`src/rtl/sar_pkg.sv`:
```
// Shared types and defaults for the SAR conversion controller.
package sar_pkg;

    // FSM state encoding
    typedef enum logic [1:0] {
        ST_IDLE   = 2'd0,
        ST_SAMPLE = 2'd1,
        ST_TRIAL  = 2'd2,
        ST_DONE   = 2'd3
    } sar_state_e;

    // Default parameter values
    localparam int SAR_WIDTH_DEF    = 12;
    localparam int SAR_SETTLE_DEF   = 1;
    localparam int SAR_SAMPLE_DEF   = 2;
    localparam int SAR_CHANNELS_DEF = 4;

    // Number of conversions averaged when averaging is built in
    localparam int SAR_AVG_COUNT = 4;

endpackage

```
`src/rtl/sar_settle_cnt.sv`:
```
// Phase timer for the SAR controller: a down-counter that is reloaded with the
// track length or the per-bit settle length and flags the last cycle of it.
module sar_settle_cnt #(
    parameter int SETTLE        = 1,
    parameter int SAMPLE_CYCLES = 2
) (
    input  logic clk,
    input  logic rst_n,
    input  logic restart,
    input  logic sel_sample,
    output logic last
);

    localparam int MAXLEN = (SETTLE > SAMPLE_CYCLES) ? SETTLE : SAMPLE_CYCLES;
    localparam int CNTW   = (MAXLEN > 1) ? $clog2(MAXLEN) : 1;
    localparam logic [CNTW-1:0] LOAD_SAMPLE = CNTW'(SAMPLE_CYCLES - 1);
    localparam logic [CNTW-1:0] LOAD_SETTLE = CNTW'(SETTLE - 1);

    logic [CNTW-1:0] cnt_q, cnt_d;

    // Reload on a phase or bit change, otherwise count down and hold at zero
    always_comb begin
        cnt_d = cnt_q;
        if (restart) begin
            cnt_d = sel_sample ? LOAD_SAMPLE : LOAD_SETTLE;
        end else if (cnt_q != '0) begin
            cnt_d = cnt_q - CNTW'(1);
        end
    end

    // Counter register
    always_ff @(posedge clk or negedge rst_n) begin
        if (!rst_n) begin
            cnt_q <= '0;
        end else begin
            cnt_q <= cnt_d;
        end
    end

    assign last = (cnt_q == '0);

endmodule

```
`src/rtl/sar_ctrl.sv`:
```
// Successive-approximation ADC controller: track phase, MSB-first bit trials,
// one-cycle DONE with a result_valid pulse, abort and channel tagging.
// Build option: define SAR_AVG4_EN to run four track+trial passes per start
// on the same channel and report the truncated average of the four codes.
//
// state      | meaning
// -----------+----------------------------------------------------------
// ST_IDLE    | waiting for start with an in-range chan_sel
// ST_SAMPLE  | track phase, sample=1, DAC at zero
// ST_TRIAL   | bit trial for bit_q, cmp taken on the last settle cycle
// ST_DONE    | result loaded, result_valid high for this one cycle
module sar_ctrl
    import sar_pkg::*;
#(
    parameter int WIDTH         = SAR_WIDTH_DEF,
    parameter int SETTLE        = SAR_SETTLE_DEF,
    parameter int SAMPLE_CYCLES = SAR_SAMPLE_DEF,
    parameter int CHANNELS      = SAR_CHANNELS_DEF,
    // Derived channel-index width; leave at its default
    parameter int CW            = (CHANNELS > 1) ? $clog2(CHANNELS) : 1
) (
    input  logic             clk,
    input  logic             rst_n,
    input  logic             start,
    input  logic             abort,
    input  logic [CW-1:0]    chan_sel,
    input  logic             cmp,
    output logic             sample,
    output logic [CW-1:0]    chan,
    output logic [WIDTH-1:0] dac_code,
    output logic             busy,
    output logic [WIDTH-1:0] result,
    output logic [CW-1:0]    result_chan,
    output logic             result_valid
);

    localparam int BW = $clog2(WIDTH);
    localparam logic [BW-1:0] MSB_IDX = BW'(WIDTH - 1);

    sar_state_e       state_q, state_d;
    logic [BW-1:0]    bit_q, bit_d;
    logic [WIDTH-1:0] code_q, code_d;
    logic [CW-1:0]    chan_q, chan_d;
    logic [WIDTH-1:0] result_q, result_d;
    logic [CW-1:0]    result_chan_q, result_chan_d;

    logic [WIDTH-1:0] bit_mask;
    logic [WIDTH-1:0] trial_code;
    logic [WIDTH-1:0] final_code;
    logic             chan_ok;
    logic             phase_last;
    logic             cnt_restart;
    logic             cnt_sel_sample;

`ifdef SAR_AVG4_EN
    logic [WIDTH+1:0] acc_q, acc_d, acc_sum;
    logic [1:0]       pass_q, pass_d;
`endif

    assign bit_mask   = WIDTH'(1) << bit_q;
    assign trial_code = code_q | bit_mask;
    // Code after deciding the current bit: keep it only if Vin >= Vdac
    assign final_code = cmp ? trial_code : code_q;
    assign chan_ok    = (int'(chan_sel) < CHANNELS);

    sar_settle_cnt #(
        .SETTLE        (SETTLE),
        .SAMPLE_CYCLES (SAMPLE_CYCLES)
    ) u_settle_cnt (
        .clk        (clk),
        .rst_n      (rst_n),
        .restart    (cnt_restart),
        .sel_sample (cnt_sel_sample),
        .last       (phase_last)
    );

    // Next-state, bit stepping, result capture and timer reload requests
    always_comb begin
        state_d       = state_q;
        bit_d         = bit_q;
        code_d        = code_q;
        chan_d        = chan_q;
        result_d      = result_q;
        result_chan_d = result_chan_q;
        cnt_restart   = 1'b0;
`ifdef SAR_AVG4_EN
        acc_d         = acc_q;
        pass_d        = pass_q;
        acc_sum       = acc_q + (WIDTH+2)'(final_code);
`endif
        case (state_q)
            ST_IDLE: begin
                // abort wins over a simultaneous start
                if (start && !abort && chan_ok) begin
                    state_d     = ST_SAMPLE;
                    chan_d      = chan_sel;
                    code_d      = '0;
                    cnt_restart = 1'b1;
`ifdef SAR_AVG4_EN
                    acc_d       = '0;
                    pass_d      = '0;
`endif
                end
            end
            ST_SAMPLE: begin
                if (abort) begin
                    state_d = ST_IDLE;
                    code_d  = '0;
`ifdef SAR_AVG4_EN
                    acc_d   = '0;
                    pass_d  = '0;
`endif
                end else if (phase_last) begin
                    state_d     = ST_TRIAL;
                    bit_d       = MSB_IDX;
                    cnt_restart = 1'b1;
                end
            end
            ST_TRIAL: begin
                if (abort) begin
                    state_d = ST_IDLE;
                    code_d  = '0;
`ifdef SAR_AVG4_EN
                    acc_d   = '0;
                    pass_d  = '0;
`endif
                end else if (phase_last) begin
                    code_d      = final_code;
                    cnt_restart = 1'b1;
                    if (bit_q == '0) begin
`ifdef SAR_AVG4_EN
                        if (pass_q == 2'(SAR_AVG_COUNT - 1)) begin
                            state_d       = ST_DONE;
                            result_d      = WIDTH'(acc_sum >> 2);
                            result_chan_d = chan_q;
                            acc_d         = '0;
                            pass_d        = '0;
                        end else begin
                            state_d = ST_SAMPLE;
                            acc_d   = acc_sum;
                            pass_d  = pass_q + 2'd1;
                            code_d  = '0;
                        end
`else
                        state_d       = ST_DONE;
                        result_d      = final_code;
                        result_chan_d = chan_q;
`endif
                    end else begin
                        bit_d = bit_q - BW'(1);
                    end
                end
            end
            ST_DONE: begin
                // abort is deliberately not looked at here
                state_d = ST_IDLE;
                code_d  = '0;
            end
            default: begin
                state_d = ST_IDLE;
            end
        endcase
        cnt_sel_sample = (state_d == ST_SAMPLE);
    end

    // State and datapath registers
    always_ff @(posedge clk or negedge rst_n) begin
        if (!rst_n) begin
            state_q       <= ST_IDLE;
            bit_q         <= '0;
            code_q        <= '0;
            chan_q        <= '0;
            result_q      <= '0;
            result_chan_q <= '0;
        end else begin
            state_q       <= state_d;
            bit_q         <= bit_d;
            code_q        <= code_d;
            chan_q        <= chan_d;
            result_q      <= result_d;
            result_chan_q <= result_chan_d;
        end
    end

`ifdef SAR_AVG4_EN
    // Averaging accumulator and pass counter
    always_ff @(posedge clk or negedge rst_n) begin
        if (!rst_n) begin
            acc_q  <= '0;
            pass_q <= '0;
        end else begin
            acc_q  <= acc_d;
            pass_q <= pass_d;
        end
    end
`endif

    assign sample       = (state_q == ST_SAMPLE);
    assign busy         = (state_q != ST_IDLE);
    assign result_valid = (state_q == ST_DONE);
    assign dac_code     = (state_q == ST_TRIAL) ? trial_code : '0;
    assign chan         = chan_q;
    assign result       = result_q;
    assign result_chan  = result_chan_q;

endmodule
```
`config.mk`:
```
export PLATFORM = sky130hd
export DESIGN_NAME = sar_ctrl
export DESIGN_NICKNAME = d
export VERILOG_FILES = /design/src/rtl/sar_pkg.sv /design/src/rtl/sar_settle_cnt.sv /design/src/rtl/sar_ctrl.sv
export SDC_FILE = /design/constraint.sdc
export NUM_CORES = 1
export LEC_CHECK = 0
export CORE_MARGIN = 5
export CORE_UTILIZATION = 30
export DETAILED_ROUTE_END_ITERATION = 8
export HOLD_SLACK_MARGIN = 0.05
export PLACE_DENSITY = 0.6
export SYNTH_ARGS = -nofsm -noshare
export SYNTH_HDL_FRONTEND = slang
export SYNTH_SLANG_ARGS = --single-unit
```
`constraint.sdc`:
```
create_clock -name clk -period 1.5 [get_ports clk]
set_input_delay 0.3 -clock clk [delete_from_list [all_inputs] [get_ports clk]]
set_output_delay 0.3 -clock clk [all_outputs]
set_load 0.01 [all_outputs]
```
# After elaboration in Yosys (flattened, before gate mapping)
# Cells that the tools add are included.
# word_totals
ff_bits	35
latch_bits	0
ramBits	0
mem_bits_ro	0
output_inout_bits	31
elab_cells	63
mem_count	0
# classes
add_sub_neg	2
mul	0
div	0
magnitude_cmp	0
eq_ne	12
shifts	1
n_mux	27
bitwise	3
reduce_logical	11
# op_table
operator	n
12-bit 2-to-1 mux	6
12-bit one-hot mux with 4 select lines	1
4-bit 2-to-1 mux	5
2-bit inequality test (second input constant)	7
2-bit 2-to-1 mux	6
12-bit OR	1
1-bit by 4-bit << shifter with 12-bit output (first input constant)	1
2-bit one-hot mux with 4 select lines	1
4-bit one-hot mux with 2 select lines	1
1-bit 2-to-1 mux	6
6-bit AND reduction	1
2-bit by 1-bit equality test with 1-bit output (second input constant)	2
2-bit equality test (second input constant)	2
4-bit zero test	1
4-bit AND reduction	1
2-bit nonzero test	2
4-bit by 1-bit subtractor with 4-bit output (second input constant)	1
3-bit inequality test (second input constant)	1
3-bit AND reduction	1
2-bit zero test	1
1-bit inverter	2
1-bit one-hot mux with 2 select lines	1
2-bit AND reduction	1
2-bit OR reduction	1
3 further kinds	3

# Logic depth before layout (Yosys ltp)
# logic_depth
ltp_word	8
mapped_depth	8

# Cells and area by module
# A second synthesis with hierarchy kept.
# unflattened
cells_unflattened	194
area_unflattened_um2	1906.8
# by_module_without_submodules
mod	n_inst	cells_per_inst	area_per_inst_um2
sar_ctrl	1	191	1871.8
sar_settle_cnt	1	3	35.0

# Worst setup path before layout
# OpenSTA, ideal clock, no wires.
# synth_path
path_type	register -> register
from	register state_q[0]
to	register result_q[3] (netlist: result[3])
setup_ps	126
arrival_time_ps	1500
required_time_ps	1374
setup_slack_ps	-127
stages_incl_launch_ff	9
n_path_buf	2
period_less_slack_ps	1627
cell_sequence	dfrtp_1 > inv_1 > ha_1 > nand4bb_4 > nand2b_4 > buf_6 > buf_2 > nand2_1 > o21ai_0
# synth_between
elab_chain_cells	2
# synth_rtl
element	line	text
start, declared	sar_ctrl.sv:40	sar_state_e state_q, state_d;
start signal, assigned	sar_ctrl.sv:176	state_q <= state_d;
2-bit equality test	sar_ctrl.sv:91	case (state_q)
4-bit AND reduction (no source line)	n/a	
end signal, assigned	sar_ctrl.sv:180	result_q <= result_d;
end, declared	sar_ctrl.sv:44	logic [WIDTH-1:0] result_q, result_d;
# No other way between the ends.
# A chain may end at the register's enable or synchronous reset.

# Worst setup path in the final report
# layout_path
from	register state_q[0]
to	output port dac_code[11]
# layout_between
elab_chain_cells	2
# layout_rtl
element	line	text
2-bit equality test	sar_ctrl.sv:201	assign dac_code = (state_q == ST_TRIAL) ? trial_code : '0;
12-bit 2-to-1 mux	sar_ctrl.sv:201	
end, declared	sar_ctrl.sv:30	output logic [WIDTH-1:0] dac_code,
# No other way between the ends.

==> flow_metrics.py <==
metrics = {
    "detailed_routing": {
        "drt_first_pass_iters": 4,
        "drcViolationCount": 0,
        "num_vias": 1750,
        "wl_met3_um": 282,
        "drtIter0Drc": 66,
        "met2_length_um": 2832,
        "ant_nets": 0,
        "via_per_inst": 4.902,
        "top_layer": "met4",
        "wl_met1_um": 2220,
        "routed_wl_um": 5416,
        "wire_per_inst_um": 15.17,
    },
    "sta": {
        "fin_crit_ns": 1.799,
        "tightestPinTransition_ns": 0.3311,
        "worst_clock_skew_ns": 0.005207,
        "finalSetupViolCount": 46,
        "hold_ws_ns": 0.3925,
        "post-route-period-util_pct": 119.9,
        "rsz0062_at_grt": "true",
        "relSlewSlack_pct": 77.88,
        "hold_violations": 0,
        "clock.fmax_mhz": 556.0,
        "setup_ws_ns": -0.2986,
        "slew_viol_final": 0,
    },
    "yosys": {
        "yosys.cell_types.count": 34,
        "synth_top_area_share_pct": 48.61,
        "syn_area_um2": 1802,
        "syn-instance-count": 193,
        "synth_area_per_cell_um2": 9.335,
        "yosys_warnings": 0,
        "ys_seq_area_share_pct": 48.61,
        "yosys_most_used_dff": "dfrtp_1",
        "synth-edff-count": 0,
        "synth_nets": 210,
        "synthTopCellsByArea": "dfrtp_1 (49%), nand2_1 (7.1%), ha_1 (6.9%)",
        "synth_top_area_cell": "dfrtp_1",
        "async_flop_share_pct": 100.0,
        "ys_ff_latch": 35,
    },
    "layout": {
        "n_antenna_cell": 0,
        "area_growth_pct": 77.43,
        "final_common_cell": "buf_4",
        "final_nets": 298,
        "final_cell_mix": "buf_4 (36), dfrtp_1 (35), buf_6 (18)",
        "drive_above_1_share_pct": 51.77,
    },
    "placement": {
        "place_worst_setup_slack_ns": -0.3463,
        "gp_congestion": 0.7865,
        "dp_hpwl_um": 3421,
        "port_buffers": 37,
    },
    "hold_path": {
        "holdCritPathClass": "in2async",
    },
    "power": {
        "peakVddDrop_mv": 0.6916,
        "intPower_mw": 2.445,
        "finalPower_mw": 3.572,
        "leakagePower_nw": 1.556,
        "p_comb_share_pct": 41.7,
        "power_frac_seq_pct": 30.3,
        "powerDensity_nw_per_um2": 1117,
        "p_clk_share_pct": 28.1,
        "p_sw_share_pct": 31.55,
        "switching_power_mw": 1.127,
    },
    "critical_path": {
        "worstPathRequired_ns": 1.20,
        "crit_slowest_cell": "dfrtp_1",
        "crit_path_frequent_cell": "buf_6",
        "start_kind": "flip-flop",
        "crit_fanout": 5,
        "critPathArrivalTime_ns": 1.50,
        "crit_family": "buffers and inverters",
        "slowest_delay_ns": 0.39,
        "cp_cell_sequence": "inv_2 -> ha_4 -> clkinvlp_4 -> buf_6 -> nor2_4 -> buf_6",
        "endpoint_kind": "output pin",
        "crit_type": "reg2out",
        "crit_buf_inv": 4,
    },
    "die": {
        "start_util_pct": 30.61,
        "die_h_um": 87.50,
        "io_pins": 38,
        "rows": 28,
        "die_x_um": 87.50,
        "core-area_um2": 5886,
        "die_area_um2": 7655,
    },
    "clock_network": {
        "htreeDepth": 2,
        "clk_latency_ns": 0.28,
        "cts_tree": "done",
        "cts_sinks": 35,
        "cts-root-to-sink-buffers": 2,
        "cts_buffers": 5,
        "root_buffer": "clkbuf_8",
        "cts.clk_slew.worst_paths_ns": 0.07,
    },
    "global_route": {
        "grtUsageTotal_pct": 14.66,
        "grt_pass1_wl_um": 8783,
        "grt_overflow_total": 0,
        "grt_max_degree": 36,
        "grt_pass1_vias": 1795,
        "antenna_found_initial": 0,
    },
    "flow_run": {
        "cap_viol_max_count": 0,
    },
    "outcome": {
        "violations": "setup timing",
        "status": "finished, violations left",
    },
}
-- cell usage after synthesis, drive strengths merged, types with 2 or more instances --
library cell,n
o21ai,26
nand4,2
buf,4
nand2,34
nor3,3
mux2,4
nor2b,3
ha,10
inv,8
nor2,16
a31oi,12
clkbuf,5
a21oi,13
dfrtp,35
nand3,2
-- flip-flops by register name, indices dropped and copies added (netlist names) --
| signal | cells |
|---|---|
| u_settle_cnt.cnt_q | 1 |
| result_chan | 2 |
| result | 12 |
| state_q | 2 |
| bit_q | 4 |
| chan | 2 |
| code_q | 12 |
-- metrics by stage --
step	utilization, %	TNS (ns)	instances	cell area, um^2
2_1_floorplan	-	0	193	1829
3_3_place_gp	43.58	-7.822	334	2565
3_5_place_dp	43.58	-8.985	334	2565
4_1_cts	51.55	-7.159	354	3034
5_1_grt	54.32	-11.96	357	3197
6_report	54.32	-7.709	357	3197
-- routing by layer --
metal	track usage, %	up-vias
met4	4.881	0
met3	3.027	9
li1	-	842
met2	25.48	46
met1	17.95	853
met5	0	-
-- power by group through the flow --
stage	logic (mW)	registers (mW)	clock network, mW
2_1_floorplan	0.535	1.11	0
3_3_place_gp	1.12	1.09	0
3_5_place_dp	1.13	1.10	0
4_1_cts	1.34	1.08	1.02
5_1_grt	1.61	1.09	1.07
6_report	1.49	1.08	1.00
-- cell families after synthesis --
family                   count (synthesis)  synth area share (%)
AND/OR/NAND/NOR                         67                 17.85
AO/OA/AOI/OAI                           57                 18.06
buffers and inverters                   17                 4.514
adder cells (fa/ha/maj)                 10                 6.944
XOR/XNOR                                 2                0.9724
flip-flops                              35                 48.61
multiplexers                             5                 3.055
-- worst register-to-register path, delay by kind of cell, from the launching register on --
| family | cells | cell delay, ns |
|---|---|---|
| AND/OR/NAND/NOR | 2 | 0.38 |
| multiplexers | 1 | 0.34 |
| adder cells (fa/ha/maj) | 1 | 0.18 |
| buffers and inverters | 3 | 0.30 |
| flip-flops | 1 | 0.42 |
-- worst paths after layout --
check                                             from                    endpoint  slack (ns)  cells past startpoint
worst max-delay path              state_q[0]$_DFF_PN0_                dac_code[11]       -0.30                      6
worst min-delay path                             rst_n       result[9]$_DFFE_PN0P_        0.39                      2
worst max register to register    bit_q[1]$_DFFE_PN0P_  result_chan[0]$_DFFE_PN0P_       -0.22                      7
worst min register to register  result[10]$_DFFE_PN0P_      result[10]$_DFFE_PN0P_        0.50                      2
max in group asynchronous                        rst_n       code_q[7]$_DFFE_PN0P_        0.93                      2
min in group clk                result[10]$_DFFE_PN0P_      result[10]$_DFFE_PN0P_        0.50                      2
-- timing repair --
item | in CTS | in global routing
cloned | 4 | 0
pin swaps | 26 | 13
hold buffers | 0 | 0
setup endpoints to repair | 49 | 58
gates resized for setup | 142 | 54
setup buffers | 8 | 3
-- area by class of cell --
class | count | area (um^2)
fill | 513 | 2689
sequential | 35 | 875.8
clock buffer | 6 | 72.57
clock inverter | 2 | 60.06
inverter | 8 | 36.28
multi-input combinational | 141 | 1152
timing repair buffer | 89 | 898.4
tap | 75 | 93.84
timing repair inverter | 1 | 7.507
(Power assumes the default switching activity.)
